--- src/rtl/pipeline_muldiv_seq.sv ---
// Multi-cycle RV64M multiply/divide sequencer: one operation in flight,
// shift-add multiplier and restoring divider retiring one bit per cycle.
module pipeline_muldiv_seq #(
  parameter int DATA_WIDTH = 64
) (
  input  logic                  clk,
  input  logic                  reset,
  input  logic                  in_valid,
  output logic                  in_ready,
  input  logic [3:0]            in_op,
  input  logic [2:0]            in_unsigned_op,
  input  logic                  in_is_word_op,
  input  logic [DATA_WIDTH-1:0] in_a,
  input  logic [DATA_WIDTH-1:0] in_b,
  input  logic [4:0]            in_dst_reg,
  input  logic                  flush,
  output logic                  out_valid,
  input  logic                  out_ready,
  output logic [DATA_WIDTH-1:0] out_result,
  output logic [4:0]            out_dst_reg
);

  localparam int W     = DATA_WIDTH;
  localparam int HW    = W / 2;
  localparam int CNT_W = $clog2(W) + 1;

  localparam logic [3:0] OP_MUL  = 4'd6;
  localparam logic [3:0] OP_MULH = 4'd7;
  localparam logic [3:0] OP_DIV  = 4'd8;
  localparam logic [3:0] OP_REM  = 4'd9;

  typedef enum logic [2:0] {IDLE, PREP, CALC, FIX, DONE} state_t;

  state_t state, state_next;

  logic [3:0]       op_q;
  logic [2:0]       uns_q;
  logic             word_q;
  logic [W-1:0]     a_q, b_q;
  logic [4:0]       dst_q;
  logic [CNT_W-1:0] cnt;
  logic [2*W-1:0]   acc, mcand;
  logic [W-1:0]     mplier;
  logic [W-1:0]     dvd, dvs, rem, quo;
  logic             neg_res, neg_rem;
  logic [W-1:0]     result;

  logic             accept, op_ok, is_mul, is_div;
  logic             signed_a, signed_b, a_neg, b_neg;
  logic [W-1:0]     a_ext, b_ext, a_mag, b_mag, a_word_sext;
  logic             div_zero, div_ovf, special;
  logic [W-1:0]     special_result;
  logic [W:0]       rem_sh, rem_diff;
  logic [2*W-1:0]   prod_fix;
  logic [W-1:0]     quo_fix, rem_fix, fix_result;

  assign op_ok  = (in_op >= OP_MUL) && (in_op <= OP_REM);
  assign accept = (state == IDLE) && in_valid && !flush && op_ok;
  assign is_mul = (op_q == OP_MUL) || (op_q == OP_MULH);
  assign is_div = (op_q == OP_DIV);

  // MULHSU keeps a signed and b unsigned; code 1 makes both unsigned
  assign signed_a    = (uns_q != 3'd1);
  assign signed_b    = (uns_q == 3'd0);
  assign a_word_sext = {{HW{a_q[HW-1]}}, a_q[HW-1:0]};
  assign a_ext = !word_q ? a_q : signed_a ? a_word_sext : {{HW{1'b0}}, a_q[HW-1:0]};
  assign b_ext = !word_q ? b_q :
                 signed_b ? {{HW{b_q[HW-1]}}, b_q[HW-1:0]} : {{HW{1'b0}}, b_q[HW-1:0]};
  assign a_neg = signed_a && a_ext[W-1];
  assign b_neg = signed_b && b_ext[W-1];
  assign a_mag = a_neg ? (~a_ext + 1'b1) : a_ext;
  assign b_mag = b_neg ? (~b_ext + 1'b1) : b_ext;

  assign div_zero = (b_ext == '0);
  assign div_ovf  = (uns_q == 3'd0) &&
                    (word_q ? ((a_q[HW-1:0] == {1'b1, {(HW-1){1'b0}}}) && (b_q[HW-1:0] == '1))
                            : ((a_q == {1'b1, {(W-1){1'b0}}}) && (b_q == '1)));
  assign special  = !is_mul && (div_zero || div_ovf);

  always_comb begin
    special_result = '0;
    if (div_zero)
      special_result = is_div ? '1 : (word_q ? a_word_sext : a_q);
    else if (div_ovf)
      special_result = is_div ? (word_q ? a_word_sext : a_q) : '0;
  end

  // Restoring step: the remainder never exceeds the divisor, so bit W flags a borrow
  assign rem_sh   = {rem, dvd[W-1]};
  assign rem_diff = rem_sh - {1'b0, dvs};

  assign prod_fix = neg_res ? (~acc + 1'b1) : acc;
  assign quo_fix  = neg_res ? (~quo + 1'b1) : quo;
  assign rem_fix  = neg_rem ? (~rem + 1'b1) : rem;

  always_comb begin
    fix_result = '0;
    if (is_mul) begin
      if (word_q)
        fix_result = {{HW{prod_fix[HW-1]}}, prod_fix[HW-1:0]};
      else if (op_q == OP_MULH)
        fix_result = prod_fix[2*W-1:W];
      else
        fix_result = prod_fix[W-1:0];
    end else if (is_div) begin
      fix_result = word_q ? {{HW{quo_fix[HW-1]}}, quo_fix[HW-1:0]} : quo_fix;
    end else begin
      fix_result = word_q ? {{HW{rem_fix[HW-1]}}, rem_fix[HW-1:0]} : rem_fix;
    end
  end

  always_ff @(posedge clk) begin
    if (reset)
      state <= IDLE;
    else
      state <= state_next;
  end

  always_comb begin
    state_next = state;
    case (state)
      IDLE:    if (accept) state_next = PREP;
      PREP:    state_next = special ? DONE : CALC;
      CALC:    if (cnt == CNT_W'(1)) state_next = FIX;
      FIX:     state_next = DONE;
      DONE:    if (out_ready) state_next = IDLE;
      default: state_next = IDLE;
    endcase
    if (flush)
      state_next = IDLE;
  end

  assign in_ready    = (state == IDLE);
  assign out_valid   = (state == DONE);
  assign out_result  = result;
  assign out_dst_reg = dst_q;

  always_ff @(posedge clk) begin
    if (reset) begin
      op_q    <= '0;
      uns_q   <= '0;
      word_q  <= 1'b0;
      a_q     <= '0;
      b_q     <= '0;
      dst_q   <= '0;
      cnt     <= '0;
      acc     <= '0;
      mcand   <= '0;
      mplier  <= '0;
      dvd     <= '0;
      dvs     <= '0;
      rem     <= '0;
      quo     <= '0;
      neg_res <= 1'b0;
      neg_rem <= 1'b0;
      result  <= '0;
    end else begin
      case (state)
        IDLE: begin
          if (accept) begin
            op_q   <= in_op;
            uns_q  <= in_unsigned_op;
            word_q <= in_is_word_op;
            a_q    <= in_a;
            b_q    <= in_b;
            dst_q  <= in_dst_reg;
          end
        end
        PREP: begin
          cnt     <= word_q ? CNT_W'(HW) : CNT_W'(W);
          acc     <= '0;
          mcand   <= {{W{1'b0}}, a_mag};
          mplier  <= b_mag;
          // Word dividends are pre-aligned so the next bit is always the MSB
          dvd     <= word_q ? {a_mag[HW-1:0], {HW{1'b0}}} : a_mag;
          dvs     <= b_mag;
          rem     <= '0;
          quo     <= '0;
          neg_res <= a_neg ^ b_neg;
          neg_rem <= a_neg;
          if (special)
            result <= special_result;
        end
        CALC: begin
          cnt <= cnt - 1'b1;
          if (is_mul) begin
            if (mplier[0])
              acc <= acc + mcand;
            mcand  <= mcand << 1;
            mplier <= mplier >> 1;
          end else begin
            dvd <= dvd << 1;
            if (!rem_diff[W]) begin
              rem <= rem_diff[W-1:0];
              quo <= {quo[W-2:0], 1'b1};
            end else begin
              rem <= rem_sh[W-1:0];
              quo <= {quo[W-2:0], 1'b0};
            end
          end
        end
        FIX: result <= fix_result;
        default: ;
      endcase
    end
  end

endmodule

--- config.mk ---
export PLATFORM = sky130hd
export DESIGN_NAME = pipeline_muldiv_seq
export DESIGN_NICKNAME = d
export VERILOG_FILES = /design/src/rtl/pipeline_muldiv_seq.sv
export SDC_FILE = /design/constraint.sdc
export NUM_CORES = 2
export LEC_CHECK = 0
export BUFFER_PORTS_ARGS = -buffer_cell sky130_fd_sc_hd__buf_2
export CORE_ASPECT_RATIO = 1.1
export CORE_UTILIZATION = 40
export CTS_CLUSTER_DIAMETER = 200
export DETAILED_ROUTE_END_ITERATION = 8
export HOLD_SLACK_MARGIN = 0.08
export PLACE_DENSITY = 0.66
export REMOVE_ABC_BUFFERS = 1
export SYNTH_ARGS = -nofsm -noshare
export SYNTH_HDL_FRONTEND = slang
export SYNTH_SLANG_ARGS = --single-unit
--- constraint.sdc ---
create_clock -name clk -period 8.41 [get_ports clk]
set_input_delay 1.2615 -clock clk [delete_from_list [all_inputs] [get_ports clk]]
set_output_delay 1.2615 -clock clk [all_outputs]
set_load 0.02 [all_outputs]
==> run_results.csv <==
group,metric,value,unit
drt,first_pass_iters,9,
yosys,synth_compound_area_share,27.2,%
sta,max_freq,0.178,GHz
yosys,muxShareOfSynthArea,1.33,%
drt,drt-wirelength-per-cell,23.7,microns
final_layout,drive_above_1_share,7.40,%
yosys,synth_top_area_share,30.1,%
drt,via_per_inst,6.15,
yosys,yosys-top-cells-area,"dfxtp_1 (30%), nand2_1 (8.6%), a21oi_1 (8.0%)",
sta,finClkSkew,0.0835,ns
status,outcome,"complete, but fails checks",
yosys,ys_ff_latch,793,
worst_setup_path,crit_path_start,"b_q[13]",
cts,cts_tree,"done",
sta,setup_tns,0,ns
place,hpwl,159,mm
power_and_ir_drop,powerDensity,158,nW/um^2
worst_setup_path,r2r_end,"out_result[22]",
hold_path,min_from,"mcand[119]",
die,fp.dieH,383,microns
grt,track_usage,30.8,%
final_layout,nets,7498,
grt,grt_pass1_wl,318,mm
die,start_util,40.4,%
power_and_ir_drop,seq_power_share,41.7,%
worst_setup_path,setup.worst_path.end_class,"register",
power_and_ir_drop,clockPowerShare,47.9,%
yosys,synth.largest_area_cell,"dfxtp_1",
die,placement_rows,139,
drt,drc,5,
drt,vias,55400,
place,routabilityCongestion,1.02,
place,place_ws,2.93,ns
yosys,synth-edff-count,0,
worst_setup_path,worst-path-max-fanout,34,
sta,period_needed,5.62,ns
cts,numCtsBuffers,94,
drt,wirelength,213,mm
die,core_area,131000,sq um
yosys,synthesis.area,52800,sq um
hold_path,hold_path.class,"reg -> reg",
cts,cts_root_buf,"clkbuf_16",
worst_setup_path,critical_path_class,"reg -> reg",
grt,grt_util_met2,46.7,%
yosys,synthArstFlopShare,0,%
final_layout,design_area,58200,sq um
final_layout,layout_common_cells,"nand2_1 (1199), a21oi_1 (846), dfxtp_1 (790)",
worst_setup_path,cp_slowest_cell,"nand2_2",
grt,grt_remaining_overflow,0,
worst_setup_path,worstPathRequired,9.02,ns
worst_setup_path,critPathArrivalTime,6.23,ns
status,violations,"design-rule violations",
grt,antenna_found_initial,4,
power_and_ir_drop,switching_share,27.6,%
final_layout,area_growth,10.1,%
power_and_ir_drop,p_total,0.00918,W
yosys,synthSimpleGateAreaFrac,23.3,%
die,ios,217,
worst_setup_path,start_kind,"register",
cts,cts-htree-levels,3,
cts,ctsLongestPathBuffers,3,
place,dpl_cell_area,54800,sq um
worst_setup_path,crit_path_max_incr_delay,0.61,ns
cts,holdBufCountCts,0,
sta,worst_pin_slew,1.43,ns
yosys,ys_seq_area_share,30.1,%
worst_setup_path,reg2reg_from,"b_q[13]",
grt,grt_max_degree,224,
power_and_ir_drop,power_switching,0.00253,W
power_and_ir_drop,irDropWorstVdd,0.000169,V
sta,setup_slack,2.79,ns
hold_path,min_to,"mcand[120]",
yosys,yosysWarnings,0,
place,portBuffers,216,
sta,grt_setup_unrepaired,"no",
power_and_ir_drop,leakage,22.7,nW
worst_setup_path,worst_path_most_repeated_cell,"or4_4",
flow_run,drv_cap,0,
cts,cts_setup_buffers,0,
worst_setup_path,ff2ff_path_depth,11,
yosys,syn-instance-count,7305,
die,fp.dieW,348,microns
grt,grt.met1_usage,41.2,%
grt,grt_pass1_vias,50300,
grt,grt-busiest-layer,"met2",
cts,cts_resized,0,
drt,drt-initial-drc-count,6509,
yosys,yosysUniqueCellTypes,81,
die,die_area,133000,sq um
worst_setup_path,r2r_slack,2.79,ns
final_layout,final_common_cell,"nand2_1",
cts,clk_pin_slew,0.06,ns
cts,worstSkewPairLatency,0.78,ns
sta,finalMaxSlewViolations,0,
drt,postRouteAntennaNets,0,
sta,slew_headroom,3.80,%
power_and_ir_drop,p_int,0.00665,W
final_layout,top_regs,"acc: 128 flops, mcand: 128 flops",
yosys,synth_top_family_by_area,"compound AO/OA/AOI/OAI gates",
sta,fin_crit_sh,66.8,%
sta,hold_viol,0,
yosys,yosys.area_share.xor_xnor,8.49,%
yosys,syn_avg_cell_area,7.23,sq um
yosys,synthAdderAreaFrac,4.79,%
sta,setup_violations,0,
grt,grt_util_met3,5.25,%
power_and_ir_drop,p_comb_share,10.4,%
hold_path,hold_depth,2,
worst_setup_path,crit_chain,"or4_4 -> or4_4 -> or4_4 -> or4_4 -> nor3_2 -> o211ai_1 -> a21o_1 -> nand2_2 -> buf_4 -> nor2_1 -> a211oi_1",
cts,cts.sinks,793,
yosys,synth_ff_type,"dfxtp_1",
## layer usage
layer	vias to the layer above	share of wire [%]
met5	-	0.0070
met4	2	5.9
met2	2626	43
met1	26400	42
met3	471	9.4
li1	25900	-
## stage by stage
stage          util [%]  hold WS, ns  instances
2_1_floorplan         -        0.421       6759
3_3_place_gp       41.9        0.440       8815
4_1_cts            44.4        0.451       8986
6_report           44.5        0.442       8995
5_1_grt            44.5        0.457       8987
3_5_place_dp       41.9        0.449       8816
## logic make-up after synthesis
kind of cell	after synthesis
simple gates	2729
compound gates	2313
flops	793
buf+inv	687
xor+xnor	512
fa+ha+maj	201
mux	70
## critical path: cells and delay by family, from the launching register on
family | cells | cell delay [ns]
DFF | 1 | 0.38
buffers and inverters | 1 | 0.53
and+or+nand+nor | 7 | 3.32
AOI/OAI and AO/OA | 3 | 1.21
## worst max-delay path by stage
stage	to	slack (ns)	depth (start not counted)
6_report	out_result[22]	2.79	11
5_1_grt	out_result[25]	2.63	11
4_1_cts	out_result[22]	2.88	11
3_5_place_dp	out_result[41]	2.93	11
3_3_place_gp	acc[125]	2.57	14
2_1_floorplan	dvd[37]	-3.48	5
## cells in the mapped netlist (43+ instances only)
cell,n
ha_1,199
o41ai_1,64
nand2_1,1204
inv_1,141
or3_1,60
dfxtp_1,793
buf_1,48
o21bai_1,57
nor4_1,63
a21o_1,155
nand3_1,264
a21oi_1,847
xor2_1,237
nand4_1,112
or4_1,58
nor3_1,152
a21boi_0,43
o31ai_1,105
a211oi_1,123
a311oi_1,83
nand2b_1,45
xnor2_1,275
a31oi_1,64
o211ai_1,46
clkbuf_1,494
mux2i_1,70
nor2_1,595
o21ai_0,512
## layout make-up
class / instances / area (sq um)
Multi-Input combinational cell: 5825 / 34500
Fill cell: 13400 / 72600
Timing Repair Buffer: 296 / 1740
Sequential cell: 793 / 15900
Clock buffer: 126 / 2640
Inverter: 141 / 529
Tap cell: 1762 / 2200
Antenna cell: 8 / 20.0
Clock inverter: 44 / 644
## power groups by stage
stage / Sequential, W / Combinational (W) / Clock [W]
after floorplan: 0.00390 / 0.000636 / 0
after global placement: 0.00391 / 0.000923 / 0
after detailed placement: 0.00391 / 0.000930 / 0
after CTS: 0.00383 / 0.000933 / 0.00445
after global routing: 0.00383 / 0.00102 / 0.00460
final: 0.00383 / 0.000954 / 0.00440
No activity file was read; power rests on OpenSTA's default activity.
